File: src/rtl/shot_responder_if.sv
// Shot/reply handshake between an opponent and the responder.
// master drives shots and acks; slave answers with replies.
interface shot_responder_if;
    logic       shot_valid;
    logic [7:0] shot_addr;
    logic       shot_ready;
    logic       reply_valid;
    logic [1:0] reply_code;
    logic       reply_ack;

    modport master (
        output shot_valid, shot_addr, reply_ack,
        input  shot_ready, reply_valid, reply_code
    );

    modport slave (
        input  shot_valid, shot_addr, reply_ack,
        output shot_ready, reply_valid, reply_code
    );
endinterface

File: src/rtl/shot_responder.sv
// Battleship board that answers opponent shots.
// 10x10 board of {ship, hit}; setup, arm, then shot/reply loop.
module shot_responder (
    input  logic                   clk,
    input  logic                   rst_n,
    input  logic                   clear,
    input  logic                   place_we,
    input  logic [7:0]             place_addr,
    input  logic                   place_ship,
    input  logic                   arm,
    shot_responder_if.slave        bus,
    output logic [6:0]             ship_cells,
    output logic [6:0]             cells_left,
    output logic                   armed,
    output logic                   defeated
);

    typedef enum logic [2:0] {
        SETUP, READY, CHECK, REPLY, DONE
    } state_t;

    localparam logic [1:0] INVALID = 2'b00;
    localparam logic [1:0] MISS    = 2'b01;
    localparam logic [1:0] HIT     = 2'b10;
    localparam logic [1:0] SUNK    = 2'b11;

    state_t      state, state_d;
    logic [99:0] ship_q, ship_d;
    logic [99:0] hit_q, hit_d;
    logic [6:0]  sc_d, cl_d;
    logic [7:0]  addr_q, addr_d;
    logic        rv_q, rv_d;
    logic [1:0]  code_q, code_d;

    logic        place_ok, shot_ok;
    logic [6:0]  place_idx, shot_idx;

    function automatic logic cell_valid(input logic [7:0] a);
        return (a[7:4] <= 4'd9) && (a[3:0] <= 4'd9);
    endfunction

    function automatic logic [6:0] cell_idx(input logic [7:0] a);
        logic [6:0] r;
        logic [6:0] c;
        r = {3'b000, a[7:4]};
        c = {3'b000, a[3:0]};
        return r * 7'd10 + c;
    endfunction

    assign place_ok  = cell_valid(place_addr);
    assign place_idx = cell_idx(place_addr);
    assign shot_ok   = cell_valid(addr_q);
    assign shot_idx  = cell_idx(addr_q);

    // Next-state and next-datapath values; clear overrides everything.
    always_comb begin
        state_d = state;
        ship_d  = ship_q;
        hit_d   = hit_q;
        sc_d    = ship_cells;
        cl_d    = cells_left;
        addr_d  = addr_q;
        rv_d    = rv_q;
        code_d  = code_q;
        if (clear) begin
            state_d = SETUP;
            ship_d  = '0;
            hit_d   = '0;
            sc_d    = '0;
            cl_d    = '0;
            rv_d    = 1'b0;
            code_d  = INVALID;
        end else begin
            unique case (state)
                SETUP: begin
                    if (arm && ship_cells != 7'd0) begin
                        cl_d    = ship_cells;
                        state_d = READY;
                    end else if (place_we && place_ok) begin
                        if (place_ship && !ship_q[place_idx]) begin
                            ship_d[place_idx] = 1'b1;
                            sc_d = ship_cells + 7'd1;
                        end else if (!place_ship && ship_q[place_idx]) begin
                            ship_d[place_idx] = 1'b0;
                            sc_d = ship_cells - 7'd1;
                        end
                    end
                end
                READY: begin
                    if (bus.shot_valid) begin
                        addr_d  = bus.shot_addr;
                        state_d = CHECK;
                    end
                end
                CHECK: begin
                    rv_d    = 1'b1;
                    state_d = REPLY;
                    if (!shot_ok) begin
                        code_d = INVALID;
                    end else if (!ship_q[shot_idx] || hit_q[shot_idx]) begin
                        code_d = MISS;
                    end else begin
                        hit_d[shot_idx] = 1'b1;
                        if (cells_left != 7'd0) begin
                            cl_d = cells_left - 7'd1;
                        end
                        code_d = (cells_left <= 7'd1) ? SUNK : HIT;
                    end
                end
                REPLY: begin
                    if (bus.reply_ack) begin
                        rv_d    = 1'b0;
                        state_d = (code_q == SUNK) ? DONE : READY;
                    end
                end
                DONE: begin
                    state_d = DONE;
                end
                default: begin
                    state_d = SETUP;
                end
            endcase
        end
    end

    // State register.
    always_ff @(posedge clk or negedge rst_n) begin
        if (!rst_n) begin
            state <= SETUP;
        end else begin
            state <= state_d;
        end
    end

    // Board, counters, latched shot and registered reply.
    always_ff @(posedge clk or negedge rst_n) begin
        if (!rst_n) begin
            ship_q     <= '0;
            hit_q      <= '0;
            ship_cells <= '0;
            cells_left <= '0;
            addr_q     <= '0;
            rv_q       <= 1'b0;
            code_q     <= INVALID;
        end else begin
            ship_q     <= ship_d;
            hit_q      <= hit_d;
            ship_cells <= sc_d;
            cells_left <= cl_d;
            addr_q     <= addr_d;
            rv_q       <= rv_d;
            code_q     <= code_d;
        end
    end

    assign bus.shot_ready  = (state == READY);
    assign bus.reply_valid = rv_q;
    assign bus.reply_code  = code_q;
    assign armed    = (state == READY) || (state == CHECK) ||
                      (state == REPLY);
    assign defeated = (state == DONE);

endmodule

File: src/flat_wrapper.sv
// flat-port wrapper written by rule: the top's interface ports become plain ports
module shot_responder_flat 
  (clk, rst_n, clear, place_we, place_addr, place_ship, arm, ship_cells, cells_left, armed, defeated, bus_shot_valid, bus_shot_addr, bus_reply_ack, bus_shot_ready, bus_reply_valid, bus_reply_code);
  shot_responder_if bus_i ();
  input  logic clk;
  input  logic rst_n;
  input  logic clear;
  input  logic place_we;
  input  logic [7:0] place_addr;
  input  logic place_ship;
  input  logic arm;
  output logic [6:0] ship_cells;
  output logic [6:0] cells_left;
  output logic armed;
  output logic defeated;
  input wire logic [$bits(bus_i.shot_valid)-1:0] bus_shot_valid;
  input wire logic [$bits(bus_i.shot_addr)-1:0] bus_shot_addr;
  input wire logic [$bits(bus_i.reply_ack)-1:0] bus_reply_ack;
  output wire logic [$bits(bus_i.shot_ready)-1:0] bus_shot_ready;
  output wire logic [$bits(bus_i.reply_valid)-1:0] bus_reply_valid;
  output wire logic [$bits(bus_i.reply_code)-1:0] bus_reply_code;
  assign bus_i.shot_valid = bus_shot_valid;
  assign bus_i.shot_addr = bus_shot_addr;
  assign bus_i.reply_ack = bus_reply_ack;
  assign bus_shot_ready = bus_i.shot_ready;
  assign bus_reply_valid = bus_i.reply_valid;
  assign bus_reply_code = bus_i.reply_code;
  shot_responder u_core (.clk(clk), .rst_n(rst_n), .clear(clear), .place_we(place_we), .place_addr(place_addr), .place_ship(place_ship), .arm(arm), .bus(bus_i), .ship_cells(ship_cells), .cells_left(cells_left), .armed(armed), .defeated(defeated));
endmodule
File: config.mk
export PLATFORM = sky130hd
export DESIGN_NAME = shot_responder_flat
export DESIGN_NICKNAME = d
export VERILOG_FILES = /design/src/rtl/shot_responder_if.sv /design/src/rtl/shot_responder.sv /design/src/flat_wrapper.sv
export SDC_FILE = /design/constraint.sdc
export NUM_CORES = 1
export LEC_CHECK = 0
export CELL_PAD_IN_SITES_DETAIL_PLACEMENT = 1
export CELL_PAD_IN_SITES_GLOBAL_PLACEMENT = 1
export CORE_ASPECT_RATIO = 1.2
export CORE_MARGIN = 2
export CORE_UTILIZATION = 44
export CTS_BUF_LIST = sky130_fd_sc_hd__clkbuf_8
export DETAILED_ROUTE_END_ITERATION = 10
export PLACE_DENSITY_LB_ADDON = 0.05
export SYNTH_ARGS = -nofsm -noshare
export SYNTH_HDL_FRONTEND = slang
export SYNTH_SLANG_ARGS = --single-unit
File: constraint.sdc
create_clock -name clk -period 3.7 [get_ports clk]
set_clock_uncertainty 0.05 [all_clocks]
set_input_delay 1.11 -clock clk [delete_from_list [all_inputs] [get_ports clk]]
set_output_delay 1.11 -clock clk [all_outputs]
set_load 0.01 [all_outputs]
* Yosys cells after proc, flatten, opt, wreduce, memory -nomap -nowiden
Cells that the tools add are included.
** Word-level totals
- Register bits after elaboration :: 228
- Output and inout port bits :: 20
- Word-level logic and storage cells :: 118
- Input bits :: 24
** Cells by class
- Bitwise operators :: 5
- Magnitude comparators :: 9
- Add/sub/neg operators :: 5
- Reductions and logical operators :: 30
- Multiplexer cells :: 46
- Multipliers :: 2
- Eq/ne operators :: 13
** Operators with widths (number)
- $mux W100 :: 10
- $or A100 B100 Y100 :: 2
- $and A100 B100 Y100 :: 1
- $not A100 Y100 :: 1
- $mux W7 :: 11
- $bmux W1 S7 :: 3
- $le A4 B4 Y1 const B :: 4
- $lt A7 B8 Y1 const B :: 2
- $mux W3 :: 5
- $pmux W3 S5 :: 1
- $add A7 B4 Y7 :: 2
- $demux W1 S7 :: 2
- $ge A7 B1 Y1 const B :: 2
- $pmux W7 S2 :: 1
- $reduce_bool A7 Y1 :: 2
- $sub A7 B1 Y7 const B :: 2
- $mul A4 B3 Y6 const B :: 2
- $ne A3 B2 Y1 const B :: 3
- $ne A3 B3 Y1 const B :: 3
- $reduce_and A3 Y1 :: 3
- $reduce_bool A3 Y1 :: 3
- $logic_and A1 B1 Y1 :: 8
- $mux W1 :: 8
- $mux W2 :: 4
- 16 further kinds :: 25

* Longest topological paths before layout
- Depth in word-level cells :: 14
- Depth in mapped cells :: 23
- Depth with buffers taken out :: 21

* Worst setup path after synthesis
Ideal clock, no wire load.
- Path type :: input port to flip-flop
- From :: in place_addr[5]
- To :: reg u_core.ship_cells[6]
- Data arrival time :: 5227 ps
- Path slack :: -1709 ps
- Library setup time :: 132 ps
- Buffers on the path :: 1
- Data required time :: 3518 ps
- Stages on the path :: 22
- Cells stage by stage :: ha_1 -> ha_1 -> inv_1 -> fa_1 -> nand2b_1 -> a21oi_1 -> xor2_1 -> a2111oi_0 -> a211oi_2 -> nor3_2 -> buf_2 -> nor2_2 -> inv_1 -> ha_1 -> a21o_1 -> a21oi_1 -> o21bai_1 -> a21oi_1 -> nor3_1 -> mux2i_1 -> xor2_1 -> nor2_1
** On the way
- Cells in the longest elaborated chain, start to end :: 11
- Elaborated cells on any way between the ends :: 18
- Classes of those cells :: 1 x add/sub; 1 x mul; 1 x order compare; 7 x mux; 8 x reduce/logical
** Ends and longest elaborated chain
- start, declared :: RTL line flat_wrapper.sv:9 : input logic [7:0] place_addr;
- $mul A4 B3 Y6 :: RTL line shot_responder.sv:47 : return r * 7'd10 + c;
- $add A7 B4 Y7 :: RTL line shot_responder.sv:47
- $bmux W1 S7 :: RTL line shot_responder.sv:80, shot_responder.sv:83
- $mux W1 (not written as such) :: RTL line shot_responder.sv:80, shot_responder.sv:83
- $logic_not A1 Y1 :: RTL line shot_responder.sv:80 : if (place_ship && !ship_q[place_idx]) begin
- $logic_and A1 B1 Y1 :: RTL line shot_responder.sv:80
- $mux W7 :: RTL line shot_responder.sv:80
- $mux W7 :: RTL line shot_responder.sv:79 : end else if (place_we && place_ok) begin
- $mux W7 :: RTL line shot_responder.sv:76 : if (arm && ship_cells != 7'd0) begin
- $mux W7 :: RTL line shot_responder.sv:74 : unique case (state)
- $mux W7 :: RTL line shot_responder.sv:65 : if (clear) begin
- end signal, assigned :: RTL line shot_responder.sv:140 : ship_cells <= '0;
- end signal, assigned :: RTL line shot_responder.sv:148 : ship_cells <= sc_d;
- end, declared :: RTL line shot_responder.sv:12 : output logic [6:0] ship_cells,
Parallel ways exist; a longest one is shown, timed or not. The select of a mux whose other input is x is not followed.
A chain may end at the register's enable or synchronous reset.

* Final worst setup path
- From :: in place_addr[1]
- To :: reg u_core.ship_cells[6]
** On the way
- Cells in the longest elaborated chain, start to end :: 10
- Elaborated cells on any way between the ends :: 17
- Classes of those cells :: 1 x add/sub; 1 x order compare; 7 x mux; 8 x reduce/logical
** Ends and longest elaborated chain (RTL line)
- $add A7 B4 Y7 :: shot_responder.sv:47
- $bmux W1 S7 :: shot_responder.sv:80, shot_responder.sv:83
- $mux W1 (not written as such) :: shot_responder.sv:80, shot_responder.sv:83
- $logic_not A1 Y1 :: shot_responder.sv:80
- $logic_and A1 B1 Y1 :: shot_responder.sv:80
- $mux W7 :: shot_responder.sv:80
- $mux W7 :: shot_responder.sv:79
- $mux W7 :: shot_responder.sv:76
- $mux W7 :: shot_responder.sv:74
- $mux W7 :: shot_responder.sv:65
Parallel ways exist; a longest one is shown, timed or not. The select of a mux whose other input is x is not followed.

==> summary.txt <==
STA
  • Worst slew pin tran: 768 ps
  • Unrepaired setup endpoints after global routing: yes
  • Pins Over Slew Limit: 0
  • Fin crit share: 126%
  • Final worst slack: -968 ps
  • Fmax: 214 MHz
  • Setup violations, final: 209
  • Setup TNS: -78,270 ps
  • Post-layout min period: 4670 ps
  • Fin. Hold Viols: 0
  • Max-slew headroom: 48.8%

Worst setup path
  • Crit Path Max Fanout: 11
  • Critical-path top delay cell: fa_2
  • Worst Path Required: 4090 ps
  • Worst Path Buf+Inv: 4
  • Critical Path, Cell by Cell: buf_8 -> ha_4 -> fa_2 -> buf_12 -> and2_1 -> buf_4 -> a22oi_1 -> a21oi_1 -> o32ai_2 -> o2111a_2 -> nor3_4 -> nor2_4 -> fa_2 -> inv_1 -> a21o_1 -> a21oi_2 -> o21bai_1 -> a21oi_1 -> and2_1 -> mux2i_1 -> xor2_1 -> nor2_1
  • Top delay family on crit path: compound AO/OA/AOI/OAI gates
  • Worst EP arrival: 5060 ps
  • Startpoint types: primary input
  • Critical Path End Type: flop
  • CP peak stage delay: 590 ps
  • Worst setup path class: primary input to flop

Yosys
  • Portion of netlist area occupied by mux cells: 9.05%
  • FFs w/ async S/R, synth: 100%
  • Synth Area in Adders: 2.57%
  • Mean Syn Cell Area: 9.25 µm²
  • Main flop type after synthesis: dfrtp_1
  • Syn_nets: 1,576
  • Post-synth top area share: 40.4%
  • Ranking of synthesized cells by area: dfrtp_1 (40%), a21oi_1 (5.2%), nor2_1 (4.3%)
  • Most common cell in the netlist: dfrtp_1
  • Post-synth top cells: dfrtp_1 (228), nor2_1 (163), a21oi_1 (147), o21ai_0 (95), nor3_1 (94)
  • Compound-gate portion of the synthesized area: 25.1%
  • Post-synthesis cell type count: 83
  • Number of flops mapped to enable cells by yosys: 0
  • Leading area contributor after synthesis: dfrtp_1
  • Largest family of logic cells by synthesized area: compound AO/OA/AOI/OAI gates
  • Synth Area in Simple Gates: 15.9%
  • Sequential fraction of the synthesis area: 40.4%
  • Post-Synth XOR/XNOR Area: 1.67%
  • #FFs+latches synth: 228
  • Yosys warns: 0
  • Post-Syn Instances: 1,526
  • Synthesized area: 14,100 µm²

CTS
  • Num CTS Buffers: 42
  • Hold-fix buffers, CTS: 0
  • Clock Sinks: 228
  • H-tree levels: 2
  • Clock tree from TritonCTS: done
  • CTS Root Buffer Type: clkbuf_8
  • Clk slew on worst S/H paths: 60 ps
  • Clock buffer depth: 3
  • Skew-Pair Late Insertion Delay: 590 ps

Final layout
  • Area growth syn-to-layout: 37.7%
  • Final net count: 1,822
  • Ant diodes: 0
  • Share of cells above drive strength 1: 33.1%
  • Final Cell Area: 19,400 µm²
  • FILL cells: 3,389
  • Filler-free cell count of the finished design: 2,204
  • Finished Core Util: 61.8%

Die
  • Starting Density: 44.9%
  • Die ar.: 33,500 µm²
  • IO Count: 44
  • Row cnt: 71
  • Core ar.: 31,400 µm²
  • Die height: 200 µm
  • Die Width: 168 µm

Route
  • Total number of vias: 14,373
  • M1 WL: 23,700 µm
  • Post-DRT Antenna Nets: 0
  • Number of DRC markers in iteration 0: 993
  • DR WL met2: 30,800 µm
  • DRT Pass-1 Iters: 8
  • Routed wl met3: 3440 µm
  • Top routing layer in use: met4
  • DR WL/cell: 28.4 µm
  • DRC violations left: 1
  • DRT Wirelength: 62,500 µm
  • Post-DR vias/cell: 6.52

GRT
  • GRT overflow: 0
  • Gr usage total: 37.0%
  • Vias in the first global route: 15,470
  • Initial antenna violation count: 0
  • First-pass GRT wire length: 94,800 µm
  • Largest net degree at the start of global routing: 110

Run status
  • Failing checks: design-rule violations, negative setup slack
  • Status: complete, but fails checks

Run
  • Max_cap viols: 0

Power and ir drop
  • Max IR drop VDD: 702 µV
  • Leak: 7.89 nW
  • Power Dens Cells: 758 nW/µm²

Placement
  • Gp weighted congestion: 0.961
  • Placed inst area: 17,400 µm²
  • Port bufs: 43
  • Detail Placement HPWL: 41,500 µm
  • DP Cell Count: 2,088

Worst hold path
  • Worst hold path type: flop to flop
registers in the layout, indices dropped and copies added (netlist names):
signal                  flops
u_core.hit_q              100
u_core.ship_q             100
u_core.addr_q               8
u_core.cells_left           7
u_core.ship_cells           7
u_core.state                3
u_core.bus.reply_code       2
u_core.bus.reply_valid      1
metrics by stage:
| step | power, mW | hold WS (ps) | setup slack, ps |
|---|---|---|---|
| after floorplan | 7.01 | 396 | -1160 |
| after global placement | 10.9 | 414 | -1830 |
| after detailed placement | 11.1 | 417 | -1950 |
| after CTS | 14.5 | 434 | -959 |
| after global routing | 15.4 | 457 | -1120 |
| final | 14.7 | 431 | -968 |
layout by cell type (no fill, tap or decap), types with 9 or more instances in the layout:
master	instances
dfrtp_1	227
buf_12	34
a41oi_1	11
xnor2_1	12
nor2_1	159
clkbuf_8	55
inv_1	38
nand2b_1	13
a21oi_1	108
a21oi_2	33
nand2_1	68
buf_6	10
ha_1	11
mux4_2	25
mux2_2	21
a2111oi_4	33
o21ai_1	87
nor3_1	59
xor2_1	9
mux2i_1	44
clkdlybuf4s50_1	34
o21ai_0	57
nand3_1	36
a31oi_1	30
o2bb2ai_1	42
buf_4	236
nor3_2	29
nor2b_1	13
a22o_1	17
worst reg2reg max path, delay by kind of cell (launching register included):
kind            cells  cell delay (ps)
buf+inv             3              540
fa+ha+maj           2              870
flops               1              400
compound gates      6             1470
simple gates        3              670
logic make-up after synthesis:
kind of cell | Yosys count
xor+xnor | 26
buf+inv | 163
fa+ha+maj | 26
mux | 92
simple gates | 467
flops | 228
compound gates | 524
per-layer routing:
metal  vias up  global-route usage (%)
met5         -                       0
met3       239                    5.93
met1      7337                    43.1
met2       577                    62.6
li1       6220                       -
met4         0                    25.6
where the power goes:
part / switching [mW] / internal, mW
Combinational: 5.40 / 3.97
Clock: 1.17 / 1.45
Sequential: 0.169 / 2.58
Total: 6.73 / 8.01
timing repair:
action                                  in CTS  in global routing
buffers inserted                            27                  5
gates cloned                                10                  0
resized for setup                          118                 59
pin swaps                                   52                 37
endpoints found under the setup margin     212                215
cell type report:
| cell class | count | area, µm² | share of cell area [%] |
|---|---|---|---|
| multi-input cells | 1136 | 8930 | 46.0 |
| clock inverters | 21 | 153 | 0.786 |
| repair buffers | 333 | 3270 | 16.8 |
| well taps | 401 | 502 | 2.58 |
| inverters | 31 | 119 | 0.612 |
| flip-flops and latches | 228 | 5710 | 29.4 |
| clock buffers | 54 | 743 | 3.82 |
final timing paths:
check,start,end,slack [ps],cells after the start
hold reg to reg,u_core.hit_q[18]$_DFFE_PN0P_,u_core.hit_q[18]$_DFFE_PN0P_,430,1
max in group asynchronous,rst_n,u_core.hit_q[89]$_DFFE_PN0P_,2240,2
setup reg to reg,u_core.addr_q[1]$_DFFE_PN0P_,u_core.cells_left[2]$_DFFE_PN0P_,-400,14
hold / removal,u_core.hit_q[18]$_DFFE_PN0P_,u_core.hit_q[18]$_DFFE_PN0P_,430,1
setup / recovery,place_addr[1],u_core.ship_cells[6]$_DFFE_PN0P_,-970,22
min in group asynchronous,rst_n,u_core.ship_q[44]$_DFFE_PN0P_,500,1
No activity file was read; power rests on OpenSTA's default activity.
